<file path="src/rtl/uart_pkg.sv">
// uart_pkg: ASCII constants and FSM state encodings shared by uart_hex_tx.
// Optional "0x" prefix states are compiled only when UART_HEX_PREFIX_EN is defined.
`default_nettype none

package uart_pkg;

  localparam logic [7:0] ASC_CR = 8'h0D;
  localparam logic [7:0] ASC_LF = 8'h0A;
  localparam logic [7:0] ASC_0  = 8'h30;
  localparam logic [7:0] ASC_X  = 8'h78;

  localparam logic [2:0] ST_IDLE  = 3'd0;
  localparam logic [2:0] ST_DIGIT = 3'd1;
  localparam logic [2:0] ST_CR    = 3'd2;
  localparam logic [2:0] ST_LF    = 3'd3;
  localparam logic [2:0] ST_PRE0  = 3'd4;
  localparam logic [2:0] ST_PRE1  = 3'd5;

  typedef enum logic [2:0] {
    S_IDLE  = ST_IDLE,
    S_DIGIT = ST_DIGIT,
    S_CR    = ST_CR,
`ifdef UART_HEX_PREFIX_EN
    S_LF    = ST_LF,
    S_PRE0  = ST_PRE0,
    S_PRE1  = ST_PRE1
`else
    S_LF    = ST_LF
`endif
  } state_e;

endpackage

`default_nettype wire

</file>
<file path="src/rtl/uart_hex_tx_hex2ascii.sv">
// hex2ascii: combinational 4-bit nibble to uppercase ASCII hex digit.
// Revision: 1.0
`default_nettype none

module hex2ascii (
  input  logic [3:0] nib_i,
  output logic [7:0] asc_o
);

  // 'A' - 10 = 8'h37, so A..F land on 8'h41..8'h46.
  always_comb begin
    if (nib_i < 4'd10) begin
      asc_o = 8'h30 + {4'h0, nib_i};
    end else begin
      asc_o = 8'h37 + {4'h0, nib_i};
    end
  end

endmodule

`default_nettype wire

</file>
<file path="src/rtl/uart_hex_tx.sv">
// uart_hex_tx: prints a latched binary value as NIB uppercase hex digits + CR LF
// into a uart transmit FIFO. Define UART_HEX_PREFIX_EN to prepend "0x".
`default_nettype none

module uart_hex_tx
  import uart_pkg::*;
#(
  parameter int NIB = 4
) (
  input  logic             clk,
  input  logic             reset,
  input  logic             start,
  input  logic [4*NIB-1:0] din,
  input  logic             tx_full,
  output logic             wr_uart,
  output logic [7:0]       w_data,
  output logic             busy,
  output logic             done_tick
);

  localparam int            W    = 4 * NIB;
  localparam int            CW   = $clog2(NIB + 1);
  localparam logic [CW-1:0] LAST = CW'(NIB - 1);

`ifdef UART_HEX_PREFIX_EN
  localparam state_e FIRST = S_PRE0;
`else
  localparam state_e FIRST = S_DIGIT;
`endif

  state_e         state_q, state_d;
  logic [W-1:0]   shreg_q, shreg_d;
  logic [CW-1:0]  cnt_q,   cnt_d;
  logic           done_q,  done_d;
  logic [7:0]     digit_asc;

  hex2ascii u_hex2ascii (
    .nib_i (shreg_q[W-1 -: 4]),
    .asc_o (digit_asc)
  );

  always_ff @(posedge clk or negedge reset) begin
    if (!reset) begin
      state_q <= S_IDLE;
      shreg_q <= '0;
      cnt_q   <= '0;
      done_q  <= 1'b0;
    end else begin
      state_q <= state_d;
      shreg_q <= shreg_d;
      cnt_q   <= cnt_d;
      done_q  <= done_d;
    end
  end

  // Every non-IDLE state presents one byte; it is consumed only on an edge
  // where the FIFO has room, so all state simply holds while tx_full is high.
  always_comb begin
    state_d = state_q;
    shreg_d = shreg_q;
    cnt_d   = cnt_q;
    done_d  = 1'b0;
    wr_uart = 1'b0;
    w_data  = 8'h00;
    case (state_q)
      S_IDLE: begin
        if (start) begin
          shreg_d = din;
          cnt_d   = '0;
          state_d = FIRST;
        end
      end
`ifdef UART_HEX_PREFIX_EN
      S_PRE0: begin
        w_data  = ASC_0;
        wr_uart = ~tx_full;
        if (!tx_full) state_d = S_PRE1;
      end
      S_PRE1: begin
        w_data  = ASC_X;
        wr_uart = ~tx_full;
        if (!tx_full) state_d = S_DIGIT;
      end
`endif
      S_DIGIT: begin
        w_data  = digit_asc;
        wr_uart = ~tx_full;
        if (!tx_full) begin
          shreg_d = shreg_q << 4;
          cnt_d   = cnt_q + CW'(1);
          if (cnt_q == LAST) state_d = S_CR;
        end
      end
      S_CR: begin
        w_data  = ASC_CR;
        wr_uart = ~tx_full;
        if (!tx_full) state_d = S_LF;
      end
      S_LF: begin
        w_data  = ASC_LF;
        wr_uart = ~tx_full;
        if (!tx_full) begin
          state_d = S_IDLE;
          done_d  = 1'b1;
        end
      end
      default: state_d = S_IDLE;
    endcase
  end

  assign busy      = (state_q != S_IDLE);
  assign done_tick = done_q;

endmodule

`default_nettype wire

</file>
<file path="config.mk">
export PLATFORM = sky130hd
export DESIGN_NAME = uart_hex_tx
export DESIGN_NICKNAME = d
export VERILOG_FILES = /design/src/rtl/uart_pkg.sv /design/src/rtl/uart_hex_tx_hex2ascii.sv /design/src/rtl/uart_hex_tx.sv
export SDC_FILE = /design/constraint.sdc
export NUM_CORES = 1
export LEC_CHECK = 0
export BUFFER_PORTS_ARGS = -buffer_cell sky130_fd_sc_hd__buf_2
export CORE_UTILIZATION = 45
export CTS_BUF_LIST = sky130_fd_sc_hd__clkbuf_4 sky130_fd_sc_hd__clkbuf_8
export CTS_CLUSTER_SIZE = 16
export DETAILED_ROUTE_END_ITERATION = 8
export PLACE_DENSITY = 0.71
export SLEW_MARGIN = 15
export SYNTH_ARGS = -nofsm -noshare
export SYNTH_HDL_FRONTEND = slang
export SYNTH_SLANG_ARGS = --single-unit
</file>
<file path="constraint.sdc">
create_clock -name clk -period 1.7 [get_ports clk]
set_input_delay 0.085 -clock clk [delete_from_list [all_inputs] [get_ports clk]]
set_output_delay 0.085 -clock clk [all_outputs]
set_load 0.02 [all_outputs]
</file>
**Word level (Yosys, flattened, before mapping)**

Index checks and enable logic that the tools add are counted.

- Reduce and logical (&&, ||, !) cells: 6
- Multipliers: 0
- Add/subtract/negate cells: 3
- Multiplexer cells: 17
- Shift-type cells: 0
- Bitwise logic cells: 1
- Eq/ne operators: 9
- Order comparisons: 1
- Div/mod/pow operators: 0

Operator list:

| kind | count |
|---|---|
| 2-to-1 mux 16 bit | 2 |
| case mux 16 bit (2 select lines) | 1 |
| case mux 8 bit (3 select lines) | 1 |
| 2-to-1 mux 3 bit | 7 |
| adder 6 x 4 -> 7 bit, first input constant | 2 |
| case mux 3 bit (4 select lines) | 1 |
| inequality test 2 bit, second input constant | 5 |
| == test 3 x 2 -> 1 bit, second input constant | 3 |
| 2-to-1 mux 8 bit | 1 |
| case mux 3 bit (2 select lines) | 1 |
| AND reduction 5 bit | 1 |
| < comparator 4 bit, second input constant | 1 |
| adder 3 x 1 -> 3 bit, second input constant | 1 |
| == test 3 x 1 -> 1 bit, second input constant | 1 |
| logical NOT 3 bit | 1 |
| 2-to-1 mux 1 bit | 3 |
| AND reduction 3 bit | 1 |
| nonzero test 3 bit | 1 |
| OR reduction 3 bit | 1 |
| nonzero test 2 bit | 1 |
| inverter 1 bit | 1 |

- Input port bits: 20
- Memory bits (writable): 0
- Bits in read-only memories: 0
- Latch bits: 0
- Memories kept: 0
- Register bits: 23

**Logic depth before layout (Yosys ltp)**

Gate-level depths: netlist (run 1).

- Depth after elaboration: 4
- Gate-level depth with buffers: 7
- Depth with buffers taken out: 5

**By module**

Synthesis (run 1) repeated with hierarchy kept, for this count alone.

- Cells, all modules: 128
- Area total of the unflattened synthesis: 1,421.4 um^2

By module, submodules not included:

| module | cells an instance | seq. area each (um^2) | area each (um^2) | instances |
|---|---|---|---|---|
| uart_hex_tx | 112 | 550.5 | 1,316.3 | 1 |
| hex2ascii | 16 | 0.0 | 105.1 | 1 |

**Worst setup path after synthesis (run 1)**

Ideal clock, no wire load.

- Kind: register to output
- Start: register state_q[1]
- End: output port w_data[0]
- Data arrival time: 1.657 ns
- Path slack: -0.042 ns
- Buffers on the path: 3
- Required time: 1.615 ns
- Cell stages (with the launch flop): 8
- Cells stage by stage: dfrtp_1 -> inv_1 -> ha_1 -> buf_6 -> buf_6 -> buf_4 -> nand2_1 -> o21ai_0

- Word-level cells in the longest chain between the ends: 2
- Elaborated cells on any way between the ends: 4
- Those cells by class: eq/ne (3); mux (1)

RTL lines:

| element | RTL line | source |
|---|---|---|
| start, declared | uart_hex_tx.sv:31 | `state_e state_q, state_d;` |
| start signal, assigned | uart_hex_tx.sv:49 | `state_q <= state_d;` |
| == test 3 x 2 -> 1 bit / == test 3 x 1 -> 1 bit (equally long branches) | uart_hex_tx.sv:65 | `case (state_q)` |
| case mux 8 bit (3 select lines) (*) | uart_hex_tx.sv:65 |  |
| end, declared | uart_hex_tx.sv:16 | `output logic [7:0] w_data,` |

Mark *: on every way between the ends. The rest lies on a longest branch, timed or not.

**Worst setup path in the final report (run 1)**

- Start: register state_q[0]
- End: output port w_data[3]

Same word-level chain as after synthesis.

==> run_summary.xml, run 1 <==
<?xml version="1.0" encoding="UTF-8"?>
<metrics>
  <group name="outcome">
    <metric name="run_status" unit="">finished with violations</metric>
    <metric name="failed_checks" unit="">negative setup slack</metric>
  </group>
  <group name="sta">
    <metric name="grt_setup_unrepaired" unit="">yes</metric>
    <metric name="final_critical_path_setup_slack" unit="ps">-43.6</metric>
    <metric name="holdWs" unit="ps">64.1</metric>
    <metric name="clock_skews" unit="ps">3.72</metric>
    <metric name="period_minus_slack" unit="ps">1740</metric>
    <metric name="timing.final.setup_violations" unit="">2</metric>
    <metric name="finalHoldViolCount" unit="">0</metric>
    <metric name="achievable-frequency" unit="GHz">0.574</metric>
    <metric name="final-max-slew-violation-count" unit="">0</metric>
    <metric name="period_share" unit="%">103</metric>
  </group>
  <group name="worst_setup_path">
    <metric name="cp_common_cell" unit="">sky130_fd_sc_hd__buf_4</metric>
    <metric name="cp_num_cells" unit="">7</metric>
    <metric name="endpoint_class_of_the_critical_path" unit="">primary output</metric>
    <metric name="slowest_stage" unit="">sky130_fd_sc_hd__dfrtp_1</metric>
    <metric name="terminus_of_the_critical_flop_to_flop_path" unit="">shreg_q[11]$_DFFE_PN0P_</metric>
    <metric name="worst-endpoint-required" unit="ps">1620</metric>
    <metric name="startpoint_type" unit="">flop</metric>
    <metric name="worst-r2r-setup-slack" unit="ps">20</metric>
    <metric name="ws_path_type" unit="">reg2out</metric>
    <metric name="r2r-start" unit="">state_q[0]$_DFFE_PN0P_</metric>
    <metric name="worstPathMaxFanout" unit="">3</metric>
    <metric name="path_cells" unit="">inv_1, buf_4, ha_1, nor2_2, o31a_1, nor2_1, buf_4</metric>
    <metric name="critPathArrivalTime" unit="ps">1660</metric>
    <metric name="critPathBufInv" unit="">3</metric>
    <metric name="worst_path_dominant_cell_family" unit="">flip-flops</metric>
    <metric name="worst-r2r-cell-count" unit="">6</metric>
    <metric name="critPathMaxStageDelay" unit="ps">420</metric>
  </group>
  <group name="power">
    <metric name="switchingPower" unit="mW">1.51</metric>
    <metric name="combinationalPowerShare" unit="%">65.1</metric>
    <metric name="p_int" unit="mW">2.38</metric>
    <metric name="fin_total_pwr" unit="mW">3.89</metric>
    <metric name="power.static_leakage" unit="nW">0.897</metric>
    <metric name="proportion_of_total_power_due_to_net_switching" unit="%">38.8</metric>
    <metric name="clock_power_share" unit="%">10.4</metric>
    <metric name="worst_ir_drop_vdd" unit="mV">0.750</metric>
    <metric name="power-per-cell-area" unit="mW/mm^2">2070</metric>
    <metric name="proportion_of_power_drawn_by_flip_flops_and_latches" unit="%">24.5</metric>
  </group>
  <group name="placement">
    <metric name="post_placement_worst_setup_slack" unit="ps">-32.1</metric>
    <metric name="global_placer_s_final_weighted_congestion" unit="">0.751</metric>
    <metric name="placed_cells" unit="">207</metric>
    <metric name="portBuffers" unit="">29</metric>
    <metric name="place.detailed.hpwl" unit="mm">2.15</metric>
  </group>
  <group name="final_layout">
    <metric name="antenna-diode-count" unit="">0</metric>
    <metric name="final_cell_count_no_fill" unit="">224</metric>
    <metric name="fraction_of_layout_cells_with_a_size_suffix_above_1" unit="%">48.3</metric>
    <metric name="final_net_count" unit="">208</metric>
    <metric name="areaGrowthSynthToFinish" unit="%">30.6</metric>
    <metric name="fill_cells" unit="">244</metric>
  </group>
  <group name="detailed_routing">
    <metric name="antenna_violating_nets_post_route" unit="">0</metric>
    <metric name="drc" unit="">0</metric>
    <metric name="routedWlPerCell" unit="um">14.5</metric>
    <metric name="first_pass_iters" unit="">4</metric>
    <metric name="detail_route.vias_per_cell" unit="">5.18</metric>
    <metric name="total_vias_in_the_final_route" unit="">1160</metric>
    <metric name="drt_iter0_markers" unit="">49</metric>
    <metric name="drt-total-wl" unit="mm">3.25</metric>
  </group>
  <group name="job">
    <metric name="cap_violations" unit="">0</metric>
  </group>
  <group name="synth">
    <metric name="yosys.cell_types.count" unit="">37</metric>
    <metric name="postSynthRegisterBits" unit="">22</metric>
    <metric name="synth-seq-area-share" unit="%">38.2</metric>
    <metric name="post_synth_inst_count" unit="">133</metric>
    <metric name="asyncSetResetFlopFracSynth" unit="%">100</metric>
    <metric name="synth_edf_count" unit="">0</metric>
    <metric name="mappedNetlistArea" unit="mm^2">0.00144</metric>
    <metric name="synth.net_count" unit="">160</metric>
    <metric name="synthesis.yosys.warnings" unit="">0</metric>
    <metric name="avgSynthCellArea" unit="um^2">10.8</metric>
    <metric name="synth_flop_cell" unit="">sky130_fd_sc_hd__dfrtp_1</metric>
  </group>
  <group name="floorplan">
    <metric name="die_area" unit="mm^2">0.00343</metric>
    <metric name="ios" unit="">31</metric>
    <metric name="die_y" unit="um">58.6</metric>
    <metric name="placementRows" unit="">20</metric>
    <metric name="die_w" unit="um">58.6</metric>
    <metric name="core_area" unit="mm^2">0.00305</metric>
    <metric name="initial_utilization" unit="%">47.2</metric>
  </group>
  <group name="global_route">
    <metric name="grt_first_pass_wirelength" unit="mm">5.15</metric>
    <metric name="globalRoute.totalOverflow" unit="">0</metric>
    <metric name="all_layer_global_routing_usage" unit="%">19.5</metric>
    <metric name="antenna_found_initial" unit="">0</metric>
    <metric name="via_count_of_the_first_global_routing_pass" unit="">1152</metric>
    <metric name="grt_max_degree" unit="">23</metric>
  </group>
  <group name="clocking">
    <metric name="number_of_buffers_created_by_cts" unit="">3</metric>
    <metric name="htreeDepth" unit="">1</metric>
    <metric name="tritoncts" unit="">built</metric>
    <metric name="cts.reportedPaths.clkPinSlew" unit="ps">130</metric>
    <metric name="cts_num_sinks" unit="">22</metric>
    <metric name="cts_root_buf" unit="">sky130_fd_sc_hd__clkbuf_4</metric>
    <metric name="cts-root-to-sink-buffers" unit="">2</metric>
    <metric name="insertion_delay" unit="ps">310</metric>
  </group>
  <group name="hold_path">
    <metric name="min_path_type" unit="">in2reg</metric>
    <metric name="hold_depth" unit="">3</metric>
    <metric name="hp-start" unit="">din[13]</metric>
    <metric name="hold_path_end" unit="">shreg_q[13]$_DFFE_PN0P_</metric>
  </group>
</metrics>
[cell families after synthesis]
group                    Yosys count  share of synthesized area (%)
XOR/XNOR                           2                           1.22
buffers and inverters             16                           6.60
multiplexers                      26                           22.0
other                              1                          0.260
flip-flops                        22                           38.2
AO/OA/AOI/OAI                     30                           14.5
AND/OR/NAND/NOR                   29                           11.2
adder cells (fa/ha/maj)            7                           6.08
[power by group through the flow]
stage	registers, mW	clock network [mW]	logic (mW)
after floorplan	0.923	0	1.62
after global placement	0.959	0	1.94
after detailed placement	0.970	0	2.00
after CTS	0.945	0.406	2.29
after global routing	0.988	0.426	2.74
final	0.952	0.403	2.53
[per-stage QoR]
step / util [%] / TNS, ps / area [um^2]
finish: 61.6 / -86.8 / 1880
detailed placement: 53.7 / -169 / 1640
global route: 61.6 / -327 / 1880
global placement: 53.7 / -8.72 / 1640
CTS: 59.5 / -14.8 / 1820
floorplan: - / -83.8 / 1440
[cell type report]
| type | instances | area (um^2) | share of cell area [%] |
|---|---|---|---|
| Multi-Input combinational cell | 96 | 863 | 45.9 |
| Sequential cell | 22 | 551 | 29.3 |
| Inverter | 9 | 33.8 | 1.80 |
| Clock inverter | 1 | 30.0 | 1.60 |
| Timing Repair Buffer | 49 | 327 | 17.4 |
| Tap cell | 44 | 55.1 | 2.93 |
| Clock buffer | 3 | 22.5 | 1.20 |
[per-layer routing]
layer | global-route usage [%] | vias up | part of all wire (%)
met5 | 0 | - | 0
met4 | 7.14 | 0 | 2.1
met3 | 2.42 | 8 | 2.9
met2 | 32.7 | 27 | 50
met1 | 25.9 | 556 | 45
li1 | - | 569 | -
[cell usage in the layout (no fill, tap or decap), drive strengths merged, types with 2 or more instances in the layout]
| master | instances |
|---|---|
| nor2b | 2 |
| nor2 | 6 |
| a21oi | 9 |
| ha | 7 |
| inv | 9 |
| o2bb2ai | 4 |
| nor3b | 2 |
| clkbuf | 3 |
| o211a | 2 |
| and3 | 4 |
| buf | 48 |
| nand2b | 3 |
| dfrtp | 22 |
| nand3b | 2 |
| nand2 | 8 |
| o21ai | 7 |
| mux2 | 21 |
| mux2i | 5 |
[cell usage after synthesis (2+ instances only)]
master                      number  area [um^2]
sky130_fd_sc_hd__a21oi_1         9         45.0
sky130_fd_sc_hd__and3_1          4         25.0
sky130_fd_sc_hd__buf_4           2         15.0
sky130_fd_sc_hd__buf_6           2         22.5
sky130_fd_sc_hd__dfrtp_1        22          551
sky130_fd_sc_hd__ha_1            7         87.6
sky130_fd_sc_hd__inv_1           9         33.8
sky130_fd_sc_hd__mux2_2         13          146
sky130_fd_sc_hd__mux2_4          8          120
sky130_fd_sc_hd__mux2i_1         5         50.1
sky130_fd_sc_hd__nand2_1         8         30.0
sky130_fd_sc_hd__nand2b_1        2         12.5
sky130_fd_sc_hd__nand3b_1        2         15.0
sky130_fd_sc_hd__nor2_1          6         22.5
sky130_fd_sc_hd__nor2b_1         2         12.5
sky130_fd_sc_hd__nor3b_1         2         15.0
sky130_fd_sc_hd__o21ai_0         7         35.0
sky130_fd_sc_hd__o2bb2ai_1       4         35.0
[flip-flops by register name (all words and copies together), names as in the netlist]
signal     flops
cnt_q          3
shreg_q       16
done_tick      1
state_q        2
[how the worst max path moves through the flow]
stage | startpoint | to | slack [ps]
after floorplan | state_q[1]$_DFFE_PN0P_ | w_data[0] | -40
after global placement | state_q[0]$_DFFE_PN0P_ | shreg_q[5]$_DFFE_PN0P_ | -5
after detailed placement | state_q[0]$_DFFE_PN0P_ | shreg_q[4]$_DFFE_PN0P_ | -30
after CTS | state_q[1]$_DFFE_PN0P_ | w_data[3] | -10
after global routing | state_q[0]$_DFFE_PN0P_ | w_data[1] | -100
final | state_q[0]$_DFFE_PN0P_ | w_data[3] | -40
[worst min-delay path, delay by kind of cell]
kind	cells	cell delay, ps
muxes	2	180
buffers and inverters	1	70
[what timing repair did]
item | in CTS | in global routing
hold endpoints to repair | 22 | 0
hold buffers | 1 | 0
setup buffers | 9 | 2
gates resized for setup | 11 | 15
endpoints found under the setup margin | 19 | 17
pin swaps | 3 | 1
cloned | 0 | 1
No activity file was read; power rests on OpenSTA's default activity.
==> run 2, diff against run 1 <==
- SETUP_SLACK_MARGIN: default -> 0.15
- SLEW_MARGIN: 15 -> 20
==> run 2 against run 1 <==
- the run still ends with negative setup slack left
- non-clock buffer count grew 11
- clock skew grew 4.0 ps
- routed wire length grew 30%
- sequential share of layout area shrank 5.5 points
- worst setup slack gained 19 ps
- global-route usage grew 4.8 points
- register-to-register slack lost 40 ps
- hold slack gained 6.3 ps
- die area is the same
- clock power shrank 27%
- sequential power grew 7%
- critical path type is now reg2reg
- largest cell class unchanged
- largest power group unchanged
==> run_summary.xml, run 2 (synthesized netlist as in run 1, its figures left out) <==
<?xml version="1.0" encoding="UTF-8"?>
<metrics>
  <group name="outcome">
    <metric name="run_status" unit="">finished with violations</metric>
    <metric name="failed_checks" unit="">negative setup slack</metric>
  </group>
  <group name="power">
    <metric name="power-per-cell-area" unit="mW/mm^2">2160</metric>
    <metric name="proportion_of_total_power_due_to_net_switching" unit="%">40.2</metric>
    <metric name="worst_ir_drop_vdd" unit="mV">1.09</metric>
    <metric name="power.static_leakage" unit="nW">1.08</metric>
    <metric name="switchingPower" unit="mW">2.02</metric>
    <metric name="clock_power_share" unit="%">5.8</metric>
    <metric name="fin_total_pwr" unit="mW">5.02</metric>
    <metric name="p_int" unit="mW">3.00</metric>
    <metric name="combinationalPowerShare" unit="%">73.8</metric>
    <metric name="proportion_of_power_drawn_by_flip_flops_and_latches" unit="%">20.4</metric>
  </group>
  <group name="global_route">
    <metric name="via_count_of_the_first_global_routing_pass" unit="">1297</metric>
    <metric name="grt_max_degree" unit="">23</metric>
    <metric name="antenna_found_initial" unit="">0</metric>
    <metric name="all_layer_global_routing_usage" unit="%">24.3</metric>
    <metric name="grt_first_pass_wirelength" unit="mm">6.18</metric>
    <metric name="globalRoute.totalOverflow" unit="">0</metric>
  </group>
  <group name="sta">
    <metric name="slew-limit-headroom" unit="%">64.8</metric>
    <metric name="final_critical_path_setup_slack" unit="ps">-24.9</metric>
    <metric name="timing.final.setup_violations" unit="">1</metric>
    <metric name="timing.setup.tns" unit="ps">-24.9</metric>
    <metric name="holdWs" unit="ps">70.4</metric>
    <metric name="clock_skews" unit="ps">7.74</metric>
    <metric name="period_share" unit="%">101</metric>
    <metric name="final-max-slew-violation-count" unit="">0</metric>
    <metric name="finalHoldViolCount" unit="">0</metric>
    <metric name="achievable-frequency" unit="GHz">0.580</metric>
    <metric name="period_minus_slack" unit="ps">1720</metric>
    <metric name="grt_setup_unrepaired" unit="">yes</metric>
    <metric name="tightestPinTransition" unit="ps">527</metric>
  </group>
  <group name="final_layout">
    <metric name="max_flop_register" unit="">shreg_q</metric>
    <metric name="final_cell_count_no_fill" unit="">235</metric>
    <metric name="top_regs" unit="">shreg_q (16), cnt_q (3), state_q (2)</metric>
    <metric name="final_cell_mix" unit="">20 x sky130_fd_sc_hd__mux2_4, 20 x sky130_fd_sc_hd__dfrtp_1, 20 x sky130_fd_sc_hd__buf_2</metric>
    <metric name="fill_cells" unit="">175</metric>
    <metric name="antenna-diode-count" unit="">0</metric>
    <metric name="largest_register_ffs" unit="">16</metric>
    <metric name="areaGrowthSynthToFinish" unit="%">61.5</metric>
    <metric name="final_net_count" unit="">219</metric>
    <metric name="stdcell_area" unit="mm^2">0.00233</metric>
    <metric name="fraction_of_layout_cells_with_a_size_suffix_above_1" unit="%">67.5</metric>
  </group>
  <group name="detailed_routing">
    <metric name="drt_iter0_markers" unit="">40</metric>
    <metric name="first_pass_iters" unit="">4</metric>
    <metric name="drc" unit="">0</metric>
    <metric name="total_vias_in_the_final_route" unit="">1294</metric>
    <metric name="routedWlPerCell" unit="um">18.0</metric>
    <metric name="detail_route.vias_per_cell" unit="">5.51</metric>
    <metric name="drt-total-wl" unit="mm">4.24</metric>
    <metric name="antenna_violating_nets_post_route" unit="">0</metric>
  </group>
  <group name="floorplan">
    <metric name="die_w" unit="um">58.6</metric>
    <metric name="initial_utilization" unit="%">47.2</metric>
    <metric name="ios" unit="">31</metric>
    <metric name="core_area" unit="mm^2">0.00305</metric>
    <metric name="placementRows" unit="">20</metric>
    <metric name="die_y" unit="um">58.6</metric>
    <metric name="die_area" unit="mm^2">0.00343</metric>
  </group>
  <group name="clocking">
    <metric name="cts_root_buf" unit="">sky130_fd_sc_hd__clkbuf_4</metric>
    <metric name="tritoncts" unit="">built</metric>
    <metric name="cts_num_sinks" unit="">22</metric>
    <metric name="insertion_delay" unit="ps">300</metric>
    <metric name="cts-root-to-sink-buffers" unit="">2</metric>
    <metric name="htreeDepth" unit="">1</metric>
    <metric name="cts.reportedPaths.clkPinSlew" unit="ps">130</metric>
    <metric name="number_of_buffers_created_by_cts" unit="">3</metric>
  </group>
  <group name="hold_path">
    <metric name="hold_path_end" unit="">shreg_q[13]$_DFFE_PN0P_</metric>
    <metric name="hold_depth" unit="">3</metric>
    <metric name="min_path_type" unit="">in2reg</metric>
    <metric name="hp-start" unit="">din[13]</metric>
  </group>
  <group name="worst_setup_path">
    <metric name="worst-r2r-setup-slack" unit="ps">-20</metric>
    <metric name="endpoint_class_of_the_critical_path" unit="">flop</metric>
    <metric name="worst-r2r-cell-count" unit="">8</metric>
    <metric name="path_cells" unit="">inv_2, ha_4, buf_4, buf_12, nand2b_4, o2111ai_2, buf_4, mux2i_1</metric>
    <metric name="cp_common_cell" unit="">sky130_fd_sc_hd__buf_4</metric>
    <metric name="critPathBufInv" unit="">4</metric>
    <metric name="critPathMaxStageDelay" unit="ps">430</metric>
    <metric name="ws_path_type" unit="">reg2reg</metric>
    <metric name="worst-endpoint-required" unit="ps">1900</metric>
    <metric name="worst_path_dominant_cell_family" unit="">buffers and inverters</metric>
    <metric name="r2r-start" unit="">state_q[0]$_DFFE_PN0P_</metric>
    <metric name="cp_num_cells" unit="">8</metric>
    <metric name="startpoint_type" unit="">flop</metric>
    <metric name="critPathArrivalTime" unit="ps">1930</metric>
    <metric name="slowest_stage" unit="">sky130_fd_sc_hd__dfrtp_2</metric>
    <metric name="terminus_of_the_critical_flop_to_flop_path" unit="">state_q[0]$_DFFE_PN0P_</metric>
    <metric name="worstPathMaxFanout" unit="">10</metric>
  </group>
  <group name="job">
    <metric name="cap_violations" unit="">0</metric>
  </group>
  <group name="placement">
    <metric name="global_placer_s_final_weighted_congestion" unit="">0.769</metric>
    <metric name="placed_cells" unit="">204</metric>
    <metric name="dpl-instance-area" unit="mm^2">0.00163</metric>
    <metric name="portBuffers" unit="">29</metric>
    <metric name="place.detailed.hpwl" unit="mm">2.07</metric>
  </group>
</metrics>
run 2: what timing repair did:
action,in CTS,in global routing
hold buffers,1,0
endpoints found under the hold margin,22,0
gates resized for setup,66,42
gates cloned,1,1
pin swaps,14,9
buffers inserted,21,3
setup endpoints to repair,24,30
run 2: how the worst max path moves through the flow:
stage | from | endpoint
finish | state_q[0]$_DFFE_PN0P_ | state_q[0]$_DFFE_PN0P_
global route | state_q[1]$_DFFE_PN0P_ | w_data[1]
CTS | state_q[0]$_DFFE_PN0P_ | w_data[1]
detailed placement | state_q[0]$_DFFE_PN0P_ | cnt_q[0]$_DFFE_PN0P_
global placement | state_q[0]$_DFFE_PN0P_ | shreg_q[5]$_DFFE_PN0P_
floorplan | state_q[0]$_DFFE_PN0P_ | shreg_q[10]$_DFFE_PN0P_
run 2: layout make-up:
type / count / area (um^2) / share of cell area [%]
clock buffers: 4 / 36.3 / 1.56
inverters: 9 / 41.3 / 1.77
multi-input cells: 96 / 1100 / 47.4
flip-flops and latches: 22 / 553 / 23.8
well taps: 44 / 55.1 / 2.36
repair buffers: 60 / 538 / 23.1
run 2: worst register-to-register path, delay by kind of cell, from the launching register on:
kind / cells / cell delay, ps
buffers and inverters: 4 / 520
DFF: 1 / 430
muxes: 1 / 240
AOI/OAI and AO/OA: 1 / 170
adders and majority gates: 1 / 160
and+or+nand+nor: 1 / 110
run 2: per-stage QoR:
stage / worst slack [ps] / util [%]
2_1_floorplan: 137 / -
3_3_place_gp: 59.1 / 53.5
3_5_place_dp: -3.81 / 53.5
4_1_cts: -9.25 / 68.4
5_1_grt: -69.6 / 76.3
6_report: -24.9 / 76.3
run 2: metal layers:
layer / wire [um] / track usage, % / vias up
met4: 193 / 7.82 / 0
met5: 0 / 0 / -
met3: 181 / 3.96 / 19
li1: - / - / 596
met2: 2120 / 45.2 / 48
met1: 1740 / 28.3 / 631
run 2: power groups by stage:
stage | sequential [mW] | clock [mW] | combinational, mW
2_1_floorplan | 0.932 | 0 | 1.65
3_3_place_gp | 0.964 | 0 | 1.96
3_5_place_dp | 0.978 | 0 | 2.01
4_1_cts | 0.972 | 0.299 | 3.06
5_1_grt | 1.05 | 0.331 | 3.89
6_report | 1.02 | 0.293 | 3.71
